--- config.mk ---
export PLATFORM = sky130hd
export DESIGN_NAME = maze_grid_memory
export DESIGN_NICKNAME = d
export VERILOG_FILES = /design/src/rtl/maze_pkg.sv /design/src/rtl/maze_grid_ram.sv /design/src/rtl/maze_grid_memory.sv
export SDC_FILE = /design/constraint.sdc
export NUM_CORES = 1
export LEC_CHECK = 0
export BUFFER_PORTS_ARGS = -buffer_cell sky130_fd_sc_hd__buf_4
export CAP_MARGIN = 20
export CELL_PAD_IN_SITES_DETAIL_PLACEMENT = 0
export CELL_PAD_IN_SITES_GLOBAL_PLACEMENT = 1
export CORE_MARGIN = 2
export CORE_UTILIZATION = 46
export DETAILED_ROUTE_END_ITERATION = 10
export PLACE_DENSITY = 0.82
export SLEW_MARGIN = 20
export SYNTH_ARGS = -nofsm -noshare
export SYNTH_HDL_FRONTEND = slang
export SYNTH_SLANG_ARGS = --single-unit
--- constraint.sdc ---
create_clock -name clk -period 4.8 [get_ports clk]
set_input_delay 0.24 -clock clk [delete_from_list [all_inputs] [get_ports clk]]
set_output_delay 0.24 -clock clk [all_outputs]
set_load 0.01 [all_outputs]
--- src/rtl/maze_pkg.sv ---
// Shared definitions for the maze grid memory.
//   - op-code constants (OP_READ, OP_WRITE, OP_PROBE; 2'b11 is reserved)
//   - controller state enum
//   - bit positions of the probe wall mask {N,E,S,W}
//   - cell_addr(): row-major cell address helper
// Optional feature macro: MAZE_GRID_PROBE_EN (adds the PROBE state).
package maze_pkg;

    localparam logic [1:0] OP_READ  = 2'b00;
    localparam logic [1:0] OP_WRITE = 2'b01;
    localparam logic [1:0] OP_PROBE = 2'b10;

    localparam int unsigned NBR_N = 3;
    localparam int unsigned NBR_E = 2;
    localparam int unsigned NBR_S = 1;
    localparam int unsigned NBR_W = 0;

    typedef enum logic [1:0] {
        StClear = 2'd0,
        StIdle  = 2'd1,
`ifdef MAZE_GRID_PROBE_EN
        StProbe = 2'd2,
`endif
        StResp  = 2'd3
    } maze_state_e;

    function automatic int unsigned cell_addr(input int unsigned row, input int unsigned col,
                                              input int unsigned cols);
        return row * cols + col;
    endfunction

endpackage

--- src/rtl/maze_grid_ram.sv ---
// Single-port synchronous RAM holding the maze map.
//   clk_i   : clock
//   we_i    : write enable (write-first is not required; read returns old data)
//   addr_i  : cell address, row-major (x*COLS+y)
//   wdata_i : write data
//   rdata_o : registered read data, valid the cycle after the address is presented
module maze_grid_ram #(
    parameter int unsigned DEPTH  = 256,
    parameter int unsigned AW     = 8,
    parameter int unsigned CELL_W = 1
) (
    input  logic              clk_i,
    input  logic              we_i,
    input  logic [AW-1:0]     addr_i,
    input  logic [CELL_W-1:0] wdata_i,
    output logic [CELL_W-1:0] rdata_o
);

    logic [CELL_W-1:0] mem [DEPTH];
    logic [CELL_W-1:0] rdata_q;

    always_ff @(posedge clk_i) begin
        if (we_i) begin
            mem[addr_i] <= wdata_i;
        end
        rdata_q <= mem[addr_i];
    end

    assign rdata_o = rdata_q;

endmodule

--- src/rtl/maze_grid_memory.sv ---
// Maze grid memory: ROWS x COLS map of CELL_W-bit cells (non-zero = wall).
// After reset or init the whole map is swept to zero, one cell per cycle.
//   clk, rst (async, active-high), init (sync re-clear request)
//   req/op/x/y/din : request, accepted when ready=1
//   ready, busy    : controller status
//   valid          : one-cycle response pulse qualifying dout, nbr, err
// Optional feature macro: MAZE_GRID_PROBE_EN enables op=10 (probe the four
// neighbours, wall mask on nbr as {N,E,S,W}); otherwise op=10 answers err=1.
module maze_grid_memory
    import maze_pkg::*;
#(
    parameter int unsigned COLS   = 16,
    parameter int unsigned ROWS   = 16,
    parameter int unsigned CELL_W = 1,
    localparam int unsigned XW    = (ROWS > 1) ? $clog2(ROWS) : 1,
    localparam int unsigned YW    = (COLS > 1) ? $clog2(COLS) : 1
) (
    input  logic              clk,
    input  logic              rst,
    input  logic              init,
    input  logic              req,
    input  logic [1:0]        op,
    input  logic [XW-1:0]     x,
    input  logic [YW-1:0]     y,
    input  logic [CELL_W-1:0] din,
    output logic              ready,
    output logic              valid,
    output logic [CELL_W-1:0] dout,
    output logic [3:0]        nbr,
    output logic              err,
    output logic              busy
);

    localparam int unsigned DEPTH = ROWS * COLS;
    localparam int unsigned AW    = (DEPTH > 1) ? $clog2(DEPTH) : 1;

    maze_state_e       state_q, state_d;
    logic [AW-1:0]     sweep_q, sweep_d;
    logic              err_q, err_d;
    logic              rd_q, rd_d;

    logic              ram_we;
    logic [AW-1:0]     ram_addr;
    logic [CELL_W-1:0] ram_wdata;
    logic [CELL_W-1:0] ram_rdata;

    logic              in_range;
    logic [AW-1:0]     addr_in;

    assign in_range = (32'(x) < ROWS) && (32'(y) < COLS);
    assign addr_in  = AW'(cell_addr(32'(x), 32'(y), COLS));

`ifdef MAZE_GRID_PROBE_EN
    logic [XW-1:0] px_q, px_d;
    logic [YW-1:0] py_q, py_d;
    logic [3:0]    oob_q, oob_d;
    logic [2:0]    nbr_q, nbr_d;    // captured {N,E,S}; W arrives from the RAM in StResp
    logic [1:0]    pidx_q, pidx_d;
    logic          probe_q, probe_d;

    // Neighbour k (0=N, 1=E, 2=S, 3=W) address; off-grid neighbours map to 0
    // since their data is replaced by the out-of-bounds flag anyway.
    function automatic logic [AW-1:0] nbr_addr(input logic [XW-1:0] row,
                                               input logic [YW-1:0] col,
                                               input logic [1:0]    k);
        int unsigned r;
        int unsigned c;
        r = 32'(row);
        c = 32'(col);
        case (k)
            2'd0:    r = r - 1;
            2'd1:    c = c + 1;
            2'd2:    r = r + 1;
            default: c = c - 1;
        endcase
        if (r >= ROWS || c >= COLS) begin
            return '0;
        end
        return AW'(cell_addr(r, c, COLS));
    endfunction
`endif

    always_ff @(posedge clk or posedge rst) begin
        if (rst) begin
            state_q <= StClear;
            sweep_q <= '0;
            err_q   <= 1'b0;
            rd_q    <= 1'b0;
`ifdef MAZE_GRID_PROBE_EN
            px_q    <= '0;
            py_q    <= '0;
            oob_q   <= '0;
            nbr_q   <= '0;
            pidx_q  <= '0;
            probe_q <= 1'b0;
`endif
        end else begin
            state_q <= state_d;
            sweep_q <= sweep_d;
            err_q   <= err_d;
            rd_q    <= rd_d;
`ifdef MAZE_GRID_PROBE_EN
            px_q    <= px_d;
            py_q    <= py_d;
            oob_q   <= oob_d;
            nbr_q   <= nbr_d;
            pidx_q  <= pidx_d;
            probe_q <= probe_d;
`endif
        end
    end

    always_comb begin
        state_d   = state_q;
        sweep_d   = sweep_q;
        err_d     = err_q;
        rd_d      = rd_q;
        ram_we    = 1'b0;
        ram_addr  = '0;
        ram_wdata = '0;
`ifdef MAZE_GRID_PROBE_EN
        px_d      = px_q;
        py_d      = py_q;
        oob_d     = oob_q;
        nbr_d     = nbr_q;
        pidx_d    = pidx_q;
        probe_d   = probe_q;
`endif
        case (state_q)
            StClear: begin
                ram_we   = 1'b1;
                ram_addr = sweep_q;
                if (sweep_q == AW'(DEPTH - 1)) begin
                    sweep_d = '0;
                    state_d = StIdle;
                end else begin
                    sweep_d = sweep_q + 1'b1;
                end
            end
            StIdle: begin
                if (req) begin
                    err_d   = 1'b0;
                    rd_d    = 1'b0;
                    state_d = StResp;
`ifdef MAZE_GRID_PROBE_EN
                    nbr_d   = '0;
                    probe_d = 1'b0;
`endif
                    if (!in_range) begin
                        err_d = 1'b1;
                    end else begin
                        case (op)
                            OP_READ: begin
                                ram_addr = addr_in;
                                rd_d     = 1'b1;
                            end
                            OP_WRITE: begin
                                ram_we    = 1'b1;
                                ram_addr  = addr_in;
                                ram_wdata = din;
                            end
`ifdef MAZE_GRID_PROBE_EN
                            OP_PROBE: begin
                                px_d         = x;
                                py_d         = y;
                                pidx_d       = 2'd0;
                                oob_d[NBR_N] = (x == '0);
                                oob_d[NBR_E] = (32'(y) == COLS - 1);
                                oob_d[NBR_S] = (32'(x) == ROWS - 1);
                                oob_d[NBR_W] = (y == '0);
                                // N is read on the accepting edge to reach the
                                // four-cycle latency with a registered RAM.
                                ram_addr     = nbr_addr(x, y, 2'd0);
                                state_d      = StProbe;
                            end
`endif
                            default: err_d = 1'b1;
                        endcase
                    end
                end
            end
`ifdef MAZE_GRID_PROBE_EN
            StProbe: begin
                // Capture neighbour pidx, issue read of neighbour pidx+1.
                nbr_d[2'd2 - pidx_q] = oob_q[2'd3 - pidx_q] | (|ram_rdata);
                ram_addr             = nbr_addr(px_q, py_q, pidx_q + 2'd1);
                pidx_d               = pidx_q + 2'd1;
                if (pidx_q == 2'd2) begin
                    probe_d = 1'b1;
                    state_d = StResp;
                end
            end
`endif
            StResp:  state_d = StIdle;
            default: state_d = StClear;
        endcase

        if (init) begin
            state_d = StClear;
            sweep_d = '0;
            ram_we  = 1'b0;
        end
    end

    maze_grid_ram #(
        .DEPTH  (DEPTH),
        .AW     (AW),
        .CELL_W (CELL_W)
    ) u_ram (
        .clk_i   (clk),
        .we_i    (ram_we),
        .addr_i  (ram_addr),
        .wdata_i (ram_wdata),
        .rdata_o (ram_rdata)
    );

    assign ready = (state_q == StIdle) && !init;
    assign busy  = (state_q == StClear);
    assign valid = (state_q == StResp) && !init;
    assign dout  = (valid && rd_q) ? ram_rdata : '0;
    assign err   = valid && err_q;
`ifdef MAZE_GRID_PROBE_EN
    assign nbr   = (valid && probe_q) ? {nbr_q, oob_q[NBR_W] | (|ram_rdata)} : 4'b0;
`else
    assign nbr   = 4'b0;
`endif

endmodule

==> out/metrics.yaml <==
floorplanning:
  die_area_um2: 27600
  rows: 59
  fp.coreArea_um2: 25900
  ios: 24
  die_h_um: 166
  initial_core_util_pct: 46.6
  die_w_um: 166
setup_path:
  crit_path_top_delay_cell: "a21boi_0"
  crit_family: "simple AND/OR/NAND/NOR gates"
  crit_buf_inv: 1
  crit_type: "flip-flop to flip-flop"
  critPathMaxStageDelay_ps: 680
  path_max_fanout: 24
  cp-end-kind: "flip-flop"
  critPathArrivalTime_ps: 3720
  required_ps: 5050
  path_cells: "and4bb_2 > a21boi_0 > and2_1 > nand3_1 > buf_4 > nor2_1"
  start_kind: "flip-flop"
routing:
  num_vias: 8539
  wl_mm: 30.8
  route.detailed.drc: 0
  drtAntennaViolNets: 0
  dr.pass1.iters: 8
  routed_via_density: 6.09
  wl_per_cell_um: 22.0
  drt_iter0_drc: 1063
global_routing:
  grt-ovfl-total: 0
  grt_usage_pct: 21.9
  grt_pass1_wl_mm: 47.2
  grt_max_degree: 106
  antenna_found_initial: 0
  grt_pass1_vias: 8035
logic_synthesis:
  synth_cell_types: 57
  synthArstFlopShare_pct: 4.46
  synth_edf_count: 256
  ys.flop_type: "edfxtp_1"
  synth_cells: 1055
  yosys_register_bits: 269
  synth_seq_area_share_pct: 66.3
  syn-cell-area_um2: 12100
  syn_area_per_cell_um2: 11.5
  yosys_warnings: 0
sta:
  period_needed_ps: 3460
  rsz0062_at_grt: "no"
  hold_violations: 0
  hold_ws_ps: 93.0
  setup_tns_ps: 0
  worst_pin_slew_ps: 1040
  slew_violations: 0
  setup_violations: 0
  worst_slack_ps: 1340
  slew_headroom_pct: 30.7
  max_freq_ghz: 0.289
  min_period_over_period_pct: 72.1
  fin_skew_ps: 24.3
clock_network:
  cts_buffers: 28
  insertion_delay_ps: 560
  holdBufCountCts: 5
  root_buffer: "clkbuf_16"
  h-tree-depth: 1
  post_cts_resized: 0
  cts_tree: "done"
  clock_path_buffers: 3
  clkSlewWorstSetupHoldPaths_ps: 60
  cts_num_sinks: 269
  cts_setup_buffers: 0
place:
  gp_congestion: 0.847
  dp_hpwl_mm: 18.6
  post-place-ws_ps: 1380
  port_buffers: 19
power_and_ir_drop:
  powerDensity_nw_per_um2: 385
  power_leakage_nw: 4.35
  vdd_drop_max_uv: 337
finish:
  nNetsFinal: 1061
  diodes: 0
  area_growth_pct: 11.5
  drive_gt1_share_pct: 9.18
run:
  maxCapViolations: 0
hold_path:
  hold_path_class: "primary input to flip-flop"
outcome:
  status: "completed"
-- metal layers --
metal | global-route usage, % | vias up | routed length (um)
li1 | - | 3861 | -
met4 | 5.71 | 0 | 760
met1 | 31.4 | 4232 | 13000
met3 | 3.74 | 45 | 2780
met5 | 0 | - | 0
met2 | 35.1 | 401 | 14300
-- tightest hold or removal path: stages --
cell and delay (ps):
buf_4 140, nand3_1 160, nor2_1 60
-- path summary, 6_finish.rpt --
| check | start | end | slack, ps | depth (start not counted) |
|---|---|---|---|---|
| worst max-delay path | state_q[0] | u_ram.mem[53] | 1340 | 6 |
| worst min-delay path | req | state_q[1] | 90 | 3 |
| worst max register to register | state_q[0] | u_ram.mem[53] | 1340 | 6 |
| worst min register to register | err_q | err_q | 500 | 1 |
| max in group asynchronous | rst | rd_q | 4180 | 3 |
| min in group asynchronous | rst | err_q | 290 | 3 |
-- stage by stage --
step,instance area [um^2],cells,utilization (%),total power (W)
floorplan,12100,1058,-,0.00292
global placement,12500,1345,48.3,0.00307
detailed placement,12500,1345,48.3,0.00308
CTS,13500,1402,52.0,0.00521
global route,13500,1402,52.0,0.00534
finish,13500,1402,52.0,0.00519
-- logic make-up after synthesis --
kind of cell | synth area share, %
AO/OA/AOI/OAI | 11.1
flip-flops | 66.3
multiplexers | 2.20
AND/OR/NAND/NOR | 16.6
other | 0.0310
buffers and inverters | 3.47
adder cells (fa/ha/maj) | 0.104
XOR/XNOR | 0.217
-- layout make-up --
class	instances	area [um^2]
Inverter	6	22.5
Fill cell	2298	12400
Clock buffer	31	712
Tap cell	335	419
Sequential cell	269	8010
Clock inverter	21	195
Timing Repair Buffer	48	398
Multi-Input combinational cell	692	3720
-- layout by cell type (no fill, tap or decap), types with 3 or more instances in the layout --
cell type      synthesis  layout
bufinv_16              0       3
o22ai_1               14      14
clkbuf_16              0      28
nor2b_1                7       7
nand4b_1               3       3
nor3_1                45      45
edfxtp_1             256     256
a21oi_1               26      26
mux2_2                 4       4
inv_1                  5       5
nand2_1              140     140
clkinv_2               0       8
dlygate4sd3_1          0       5
o21ai_0               37      36
a222oi_1              27      27
a22oi_1               24      24
a221oi_1              21      21
dfrtp_1               12      12
nand2b_1               8       8
conb_1                 1       4
o31ai_1                3       3
clkinv_1               1       7
xor2_1                 3       3
a211oi_1               5       5
o221ai_1               4       4
buf_4                  6      41
and3_1                 8       7
o211ai_1               3       3
nand3_1               15      15
nand4_1                6       6
nor2_1               228     228
clkbuf_1              61       3
and2_1                 4       4
mux2i_1               21      21
-- cell usage after synthesis, drive strengths merged (4+ instances only) --
cell type / n / area, um^2
dfrtp: 12 / 300
a21oi: 27 / 139
a211oi: 5 / 37.5
a222oi: 27 / 270
edfxtp: 256 / 7690
nand4: 6 / 37.5
nor3: 45 / 225
nand2b: 8 / 50.1
mux2: 5 / 56.3
o21ai: 38 / 194
a22oi: 24 / 180
and3: 8 / 50.1
nand2: 140 / 526
nand3: 15 / 75.1
o221ai: 4 / 35.0
nor2b: 7 / 43.8
mux2i: 21 / 210
a221oi: 21 / 184
nor2: 228 / 856
and2: 4 / 25.0
clkbuf: 61 / 229
inv: 5 / 18.8
o22ai: 14 / 87.6
buf: 30 / 168
-- flip-flops by register name, indices dropped and copies added (netlist names) --
name,count
u_ram.rdata_o,1
rd_q,1
err_q,1
u_ram.mem,256
sweep_q,8
state_q,2
-- power breakdown --
| group | leakage (nW) | total [W] | switching, W | internal [W] |
|---|---|---|---|---|
| clock | 0.451 | 0.00215 | 0.000916 | 0.00123 |
| combinational | 1.51 | 0.000476 | 0.000323 | 0.000153 |
| sequential | 2.39 | 0.00256 | 0.0000127 | 0.00255 |
| total | 4.35 | 0.00519 | 0.00125 | 0.00394 |
Note: power is estimated with default switching activity, not from simulation.
